==> src/rtl/datapath_pipe.sv <==
// ============================================================================
//  Module      : datapath_pipe
//  Description : Two-stage pipelined datapath: register file, operand muxes
//                with writeback bypass, function unit with registered flags,
//                writeback stage and a req/ack data-memory port that stalls
//                the instruction stream.
//  Option      : DATAPATH_PIPE_R0_ZERO_EN - register 0 hardwired to zero.
//  Revision    : 1.0 - initial release
// ============================================================================
`default_nettype none

module datapath_pipe #(
   parameter int WIDTH = 8,
   parameter int NREG  = 8,
   parameter int AW    = $clog2(NREG)
) (
   input  logic             clk,
   input  logic             rst,
   input  logic             in_valid,
   output logic             in_ready,
   input  logic [AW-1:0]    AA,
   input  logic [AW-1:0]    BA,
   input  logic [AW-1:0]    DA,
   input  logic [3:0]       FS,
   input  logic [WIDTH-1:0] CI,
   input  logic             MB,
   input  logic             MD,
   input  logic             MW,
   input  logic             LE,
   output logic             mem_req,
   output logic             mem_we,
   output logic [WIDTH-1:0] mem_addr,
   output logic [WIDTH-1:0] mem_wdata,
   input  logic             mem_ack,
   input  logic [WIDTH-1:0] mem_rdata,
   output logic [WIDTH-1:0] BusD,
   output logic             wb_valid,
   output logic             N,
   output logic             Z,
   output logic             C,
   output logic             V,
   input  logic [AW-1:0]    dbg_sel,
   output logic [WIDTH-1:0] dbg_data
);

   localparam logic [0:0] ST_RUN      = 1'b0;
   localparam logic [0:0] ST_MEM_WAIT = 1'b1;

   logic [0:0]       state;
   logic [WIDTH-1:0] regs [NREG];

   logic [WIDTH-1:0] wb_data;
   logic [AW-1:0]    wb_dest;

   logic [AW-1:0]    pend_da;
   logic             pend_le;
   logic             pend_load;

   logic             accept;
   logic             is_mem;
   logic             rf_we;
   logic             byp_a;
   logic             byp_b;
   logic [WIDTH-1:0] a_rf;
   logic [WIDTH-1:0] b_rf;
   logic [WIDTH-1:0] a_op;
   logic [WIDTH-1:0] b_reg;
   logic [WIDTH-1:0] b_op;

   logic [WIDTH-1:0] add_op2;
   logic             add_cin;
   logic [WIDTH:0]   sum;
   logic             arith;
   logic [WIDTH-1:0] alu_f;
   logic             n_next;
   logic             z_next;
   logic             c_next;
   logic             v_next;

   assign in_ready = (state == ST_RUN);
   assign accept   = in_valid & in_ready;
   assign is_mem   = MD | MW;
   assign BusD     = wb_data;

   // ------------------------------------------------------------------
   // Register file read, write enable and bypass selection
   // ------------------------------------------------------------------
`ifdef DATAPATH_PIPE_R0_ZERO_EN
   assign rf_we    = wb_valid & (wb_dest != '0);
   assign byp_a    = wb_valid & (wb_dest == AA) & (AA != '0);
   assign byp_b    = wb_valid & (wb_dest == BA) & (BA != '0);
   assign a_rf     = (AA == '0) ? '0 : regs[AA];
   assign b_rf     = (BA == '0) ? '0 : regs[BA];
   assign dbg_data = (dbg_sel == '0) ? '0 : regs[dbg_sel];
`else
   assign rf_we    = wb_valid;
   assign byp_a    = wb_valid & (wb_dest == AA);
   assign byp_b    = wb_valid & (wb_dest == BA);
   assign a_rf     = regs[AA];
   assign b_rf     = regs[BA];
   assign dbg_data = regs[dbg_sel];
`endif

   assign a_op  = byp_a ? wb_data : a_rf;
   assign b_reg = byp_b ? wb_data : b_rf;
   assign b_op  = MB ? CI : b_reg;

   always_ff @(posedge clk or posedge rst) begin
      if (rst) begin
         for (int i = 0; i < NREG; i++) begin
            regs[i] <= '0;
         end
      end else if (rf_we) begin
         regs[wb_dest] <= wb_data;
      end
   end

   // ------------------------------------------------------------------
   // Function unit: every arithmetic code maps onto A + op2 + cin
   // ------------------------------------------------------------------
   always_comb begin
      add_op2 = '0;
      add_cin = 1'b0;
      case (FS[2:0])
         3'b001:  add_cin = 1'b1;
         3'b010:  add_op2 = b_op;
         3'b011:  begin add_op2 = b_op;  add_cin = 1'b1; end
         3'b100:  add_op2 = ~b_op;
         3'b101:  begin add_op2 = ~b_op; add_cin = 1'b1; end
         3'b110:  add_op2 = '1;
         default: begin add_op2 = '0;    add_cin = 1'b0; end
      endcase
   end

   assign sum   = {1'b0, a_op} + {1'b0, add_op2} + {{WIDTH{1'b0}}, add_cin};
   assign arith = ~FS[3];

   always_comb begin
      alu_f = '0;
      case (FS)
         4'b1000: alu_f = a_op & b_op;
         4'b1001: alu_f = a_op | b_op;
         4'b1010: alu_f = a_op ^ b_op;
         4'b1011: alu_f = ~a_op;
         4'b1100: alu_f = b_op;
         4'b1101: alu_f = {1'b0, b_op[WIDTH-1:1]};
         4'b1110: alu_f = {b_op[WIDTH-2:0], 1'b0};
         4'b1111: alu_f = '0;
         default: alu_f = sum[WIDTH-1:0];
      endcase
   end

   assign n_next = alu_f[WIDTH-1];
   assign z_next = (alu_f == '0);
   assign c_next = arith & sum[WIDTH];
   assign v_next = arith & (a_op[WIDTH-1] == add_op2[WIDTH-1])
                         & (alu_f[WIDTH-1] != a_op[WIDTH-1]);

   // ------------------------------------------------------------------
   // Control FSM, writeback stage, memory port and flags
   // ------------------------------------------------------------------
   always_ff @(posedge clk or posedge rst) begin
      if (rst) begin
         state     <= ST_RUN;
         wb_data   <= '0;
         wb_dest   <= '0;
         wb_valid  <= 1'b0;
         mem_req   <= 1'b0;
         mem_we    <= 1'b0;
         mem_addr  <= '0;
         mem_wdata <= '0;
         pend_da   <= '0;
         pend_le   <= 1'b0;
         pend_load <= 1'b0;
         N         <= 1'b0;
         Z         <= 1'b0;
         C         <= 1'b0;
         V         <= 1'b0;
      end else begin
         case (state)
            ST_RUN: begin
               wb_valid <= 1'b0;
               if (accept) begin
                  if (is_mem) begin
                     // A store takes precedence over MD
                     state     <= ST_MEM_WAIT;
                     mem_req   <= 1'b1;
                     mem_we    <= MW;
                     mem_addr  <= a_op;
                     mem_wdata <= b_op;
                     pend_da   <= DA;
                     pend_le   <= LE;
                     pend_load <= ~MW;
                  end else begin
                     wb_data  <= alu_f;
                     wb_dest  <= DA;
                     wb_valid <= LE;
                     N        <= n_next;
                     Z        <= z_next;
                     C        <= c_next;
                     V        <= v_next;
                  end
               end
            end
            ST_MEM_WAIT: begin
               wb_valid <= 1'b0;
               if (mem_ack) begin
                  state   <= ST_RUN;
                  mem_req <= 1'b0;
                  mem_we  <= 1'b0;
                  if (pend_load) begin
                     wb_data  <= mem_rdata;
                     wb_dest  <= pend_da;
                     wb_valid <= pend_le;
                  end
               end
            end
            default: begin
               state    <= ST_RUN;
               wb_valid <= 1'b0;
               mem_req  <= 1'b0;
               mem_we   <= 1'b0;
            end
         endcase
      end
   end

endmodule

`default_nettype wire

==> config.mk <==
export PLATFORM = sky130hd
export DESIGN_NAME = datapath_pipe
export DESIGN_NICKNAME = d
export VERILOG_FILES = /design/src/rtl/datapath_pipe.sv
export SDC_FILE = /design/constraint.sdc
export NUM_CORES = 1
export LEC_CHECK = 0
export CAP_MARGIN = 20
export CORE_MARGIN = 10
export CORE_UTILIZATION = 55
export DETAILED_ROUTE_END_ITERATION = 6
export PLACE_DENSITY = 0.89
export SLEW_MARGIN = 5
export SYNTH_ARGS = -nofsm -noshare
export SYNTH_HDL_FRONTEND = slang
export SYNTH_SLANG_ARGS = --single-unit
==> constraint.sdc <==
create_clock -name clk -period 10.3 [get_ports clk]
set_input_delay 1.03 -clock clk [delete_from_list [all_inputs] [get_ports clk]]
set_output_delay 1.03 -clock clk [all_outputs]
set_load 0.01 [all_outputs]
# After elaboration in Yosys (flattened, before gate mapping)
# Cells that the tools add are included.
[classes]
add_sub_neg = 2
mul = 0
div = 0
magnitude_cmp = 5
eq_ne = 23
shift = 0
mux = 44
bitwise = 20
n_reduce_logical = 9
[op_table]
columns = ["operator", "n"]
rows = [
  ["$mux 8", 14],
  ["$bmux 8 s3", 3],
  ["$bwmux 64", 1],
  ["$pmux 8 s8", 1],
  ["$eq 4x4->1 const B", 8],
  ["$demux 8 s3", 1],
  ["$pmux 8 s3", 1],
  ["$ge 4x4->1 const B", 4],
  ["$not 3->4", 4],
  ["$not 8->8", 2],
  ["$pmux 8 s2", 1],
  ["$mux 1", 13],
  ["$mux 3", 4],
  ["$add 8x8->9", 1],
  ["$add 9x1->9", 1],
  ["$eq 3x3->1 const B", 3],
  ["$reduce_and 3->1", 3],
  ["$and 8x8->8", 1],
  ["$logic_not 8->1", 1],
  ["$or 8x8->8", 1],
  ["$pmux 1 s2", 4],
  ["$xor 8x8->8", 1],
  ["$and 1x1->1", 6],
  ["$eq 3x2->1 const B", 2],
  ["other kinds (14)", 22],
]
[word_totals]
reg_bits = 104
latch_bits = 0
ramBits = 0
romBits = 0
input_bits = 40
word_cells = 126
mem_count = 0

# Logic depth before layout (Yosys ltp)
[depth]
word_depth = 14
ltp_mapped = 19
ltp_nobuf = 17

# Worst setup path after synthesis
# No wires, ideal clock.
[synth_path]
path_type = "in2reg"
from = "in BA[1]"
to = "reg Z"
setup_ns = 0.092
t_arrival_ns = 4.245
required_ns = 10.208
slack_ns = 5.964
stages = 18
n_path_buf = 2
cell_sequence = "buf_2 > xnor2_1 > and4_1 > buf_4 > or3_1 > and2_1 > a21oi_1 > o21ai_0 > fa_1 > fa_1 > nor2b_1 > o31a_1 > o21a_1 > nor2_1 > xnor2_1 > o22ai_1 > nand4b_1 > o31ai_2"
[synth_between]
elab_chain_cells = 12
word_cells_on_any_way = 17
cone_classes = "2 x add/sub; 1 x eq/ne; 7 x mux; 6 x bitwise; 1 x reduce/logical"
[synth_lines]
columns = ["item", "line", "rtl"]
rows = [
  ["from (decl)", "22", "input logic [AW-1:0] BA,"],
  ["$not 3->4 (implied by the code)", "100", "assign b_rf = regs[BA];"],
  ["$bmux 8 s3", "100", ""],
  ["$mux 8 (implied by the code) (2 in series)", "100", ""],
  ["$mux 8 (*)", "105", "assign b_reg = byp_b ? wb_data : b_rf;"],
  ["$mux 8 (*)", "106", "assign b_op = MB ? CI : b_reg;"],
  ["$not 8->8", "128, 129", ""],
  ["$pmux 8 s3", "124", "case (FS[2:0])"],
  ["$add 8x8->9", "135", "assign sum = {1'b0, a_op} + {1'b0, add_op2} + {{WIDTH{1'b0}}, add_cin};"],
  ["$add 9x1->9", "135", ""],
  ["$pmux 8 s8 (*)", "140", "case (FS)"],
  ["$logic_not 8->1 (*)", "154", "assign z_next = (alu_f == '0);"],
  ["to (signal assigned)", "199", "Z <= z_next;"],
  ["to (decl)", "39", "output logic Z,"],
]
# Every way passes the cells marked *; elsewhere a longest branch is shown, timed or not. The select of a mux whose other input is x is not followed.
# A chain may end at the register's enable or synchronous reset.

# Final worst setup path
[layout_path]
from = "in BA[0]"
to = "reg Z"
[layout_between]
elab_chain_cells = 12
word_cells_on_any_way = 17
cone_classes = "2 x add/sub; 1 x eq/ne; 7 x mux; 6 x bitwise; 1 x reduce/logical"
[layout_lines]
columns = ["item", "line", "rtl"]
rows = [
  ["$not 3->4 (implied by the code)", "100", ""],
  ["$bmux 8 s3", "100", ""],
  ["$mux 8 (implied by the code) (2 in series)", "100", ""],
  ["$mux 8 (*)", "105", ""],
  ["$mux 8 (*)", "106", ""],
  ["net b_op[1]", "68", "logic [WIDTH-1:0] b_op;"],
  ["$not 8->8", "128, 129", ""],
  ["$pmux 8 s3", "124", ""],
  ["$add 8x8->9", "135", ""],
  ["$add 9x1->9", "135", ""],
  ["$pmux 8 s8 (*)", "140", ""],
  ["$logic_not 8->1 (*)", "154", ""],
]
# Mark *: on every way through the listed nets, which the timed path passes. The rest lies on a longest branch. The select of a mux whose other input is x is not followed.

==> run summary <==
Syn Area/Cell: 10.8 um2
CP Capture Type: flop
Ports: 80
Kind of critical path: primary input to flop
Synth top area cells: dfrtp_1 36%, mux4_2 13%, mux2_2 10%
# clock sinks: 104
Hold WC Path Type: flop to flop
Num rows: 41
Hold Vio Cnt, Final: 0
Multi-input gate area: 4230 um2
Final setup viols: 0
Min Tclk post-route: 5430 ps
Top FF cell, synth: dfrtp_1
# fillers: 949
Sequential power share: 0.382
Outcome: complete, no violations
Initial DRC count: 600
Share of the synthesized area in the top cell type: 0.364
Post-synth ARST share: 1.00
GRT Total Usage: 0.232
Nets: 770
Worst skew pair latency: 360 ps
Fin worst setup slack: 4870 ps
First-pass GRT wire length: 33200 um
Clk buf depth: 2
Number of global-route vias before repair: 5985
Gate power share: 0.441
RSZ-0062 raised after global routing: no
Setup TNS: 0 ps
Initial antenna violation count: 0
# diodes: 0
Post-CTS resize count: 0
Register area: 2600 um2
Die W: 134 um
Post-synth cell types: 58
Initial Util: 0.564
Cell count after synthesis: 662
Number of warnings issued by yosys: 0
Syn nets: 725
Avg Vias per Cell: 6.56
CTS Buf Count: 9
Area after DPL: 7970 um2
Postcts setup bufs: 0
Worst Path Required: 10570 ps
Part of the Yosys area used for sequential elements: 0.364
CP arrival: 5700 ps
Post-synthesis cell area: 7150 um2
Synth top cells by count: 104 x dfrtp_1, 78 x nand2_1, 66 x mux2_2
Clock Pin Slew Worst Setup and Hold Paths: 70 ps
Pins Over Slew Limit: 0
Max_cap viols: 0
Leak: 0.00360 uW
H-Tree Level Count: 3
Port Buffers: 79
CTS tree: built
Relative slew slack: 0.277
Crit path launch type: primary input
Most frequent cell after synthesis: dfrtp_1
Post-route ant nets: 0
Post-synth EDFFs: 0
Post-CTS Hold Buffers: 0
Final period utilization: 0.527
Placed wire-length estimate: 15000 um
Vias: 5795
Internal: 1260 uW
Largest net degree at the start of global routing: 90
Switching Share: 0.388
Fmax: 184 MHz
Final GP Congestion: 0.934
Fin area: 8330 um2
Pwr Density: 247 nW/um2
Die height: 134 um
Psw: 799 uW
Drt drc: 0
CTS root buffer: clkbuf_16
Post-layout util: 0.657
Pre-CTS setup slack: 4550 ps
Core area: 12700 um2
Die area: 18000 um2
Area leader, netlist: dfrtp_1
Remaining Overflow, GRT: 0
Synth Register Bits: 104
Worst-Margin Slew: 1080 ps
Area delta synth->final: 16.5%
Max VDD drop: 180 uV
First drt pass iteration count: 5
Clk_skew: 7.17 ps
Critical path peak fanout: 17
Total wire length: 20800 um
Share of layout cells above drive strength 1: 0.209
Clock group share of total power: 0.178
Routed wire per std cell: 23.6 um
-- cell usage in the layout (no fill, tap or decap), types with 6 or more instances in the layout --
cell type        count
dfrtp_1            104
clkdlybuf4s50_1     79
nand2_1             78
mux2_2              66
o21ai_0             56
mux4_2              41
nor2_1              30
inv_1               24
a21oi_1             21
ha_1                21
mux2i_1             19
a211oi_1            12
nor2b_1             12
xnor2_1             10
o211ai_1             9
o22ai_1              9
clkbuf_16            9
o21a_1               8
mux4_1               7
nand4_1              6
nand2b_1             6
-- cell type report --
type,count,area share
clock buffer,11,0.0303
clock inverter,5,0.00781
inverter,26,0.0120
multi-input combinational,481,0.508
sequential,104,0.313
tap,172,0.0258
timing repair buffer,85,0.104
-- routing by layer --
metal | GRT usage | wire length [um]
met1 | 0.278 | 8250
met2 | 0.394 | 10400
met3 | 0.0433 | 1490
met4 | 0.115 | 739
met5 | 0 | 0
-- logic make-up after synthesis --
kind of cell | count (synthesis) | synth area share
buffers and inverters | 77 | 0.0476
adders and majority gates | 23 | 0.0424
muxes | 134 | 0.287
and+or+nand+nor | 165 | 0.108
xor gates and xnor gates | 11 | 0.0135
AOI/OAI and AO/OA | 148 | 0.137
DFF | 104 | 0.364
-- critical path, cell delays in order --
cell             delay [ps]
clkdlybuf4s50_1        1080
mux4_1                  670
mux2i_1                 240
nor3_1                  120
nor2_2                  290
inv_1                   120
mux2i_1                 130
or2_2                   340
inv_1                    60
ha_1                    210
nand2b_1                 90
a21oi_1                  90
o21ai_0                 230
nor2b_1                 240
xnor2_1                 110
o22ai_1                 210
nand4_1                 160
o31ai_2                 240
-- path summary, 6_finish.rpt --
kind	cells after the start	from	slack (ps)	to
hold / removal	2	mem_addr[7]	480	mem_addr[7]
hold reg to reg	2	mem_addr[7]	480	mem_addr[7]
min in group asynchronous	2	rst	940	regs[36]
setup / recovery	18	BA[0]	4870	Z
max in group asynchronous	4	rst	8330	regs[41]
setup reg to reg	12	wb_dest[0]	6020	Z
-- power by group through the flow --
stage	sequential (uW)	clock, uW	combinational, uW
after floorplan	693	0	625
after global placement	758	0	857
after detailed placement	783	0	893
after CTS	777	369	903
after global routing	805	386	988
final	786	366	908
-- metrics by stage --
step | instances | hold slack, ps | power [uW]
floorplan | 662 | 475 | 1320
global placement | 866 | 460 | 1620
detailed placement | 866 | 469 | 1680
CTS | 882 | 484 | 2050
global route | 884 | 513 | 2180
finish | 884 | 478 | 2060
-- registers in the layout (all words and copies together) (netlist names) --
signal	cells
regs	64
BusD	8
mem_addr	8
mem_wdata	8
pend_da	3
wb_dest	3
C	1
N	1
V	1
Z	1
mem_req	1
mem_we	1
pend_le	1
pend_load	1
state	1
wb_valid	1
No activity file was read; power rests on OpenSTA's default activity.
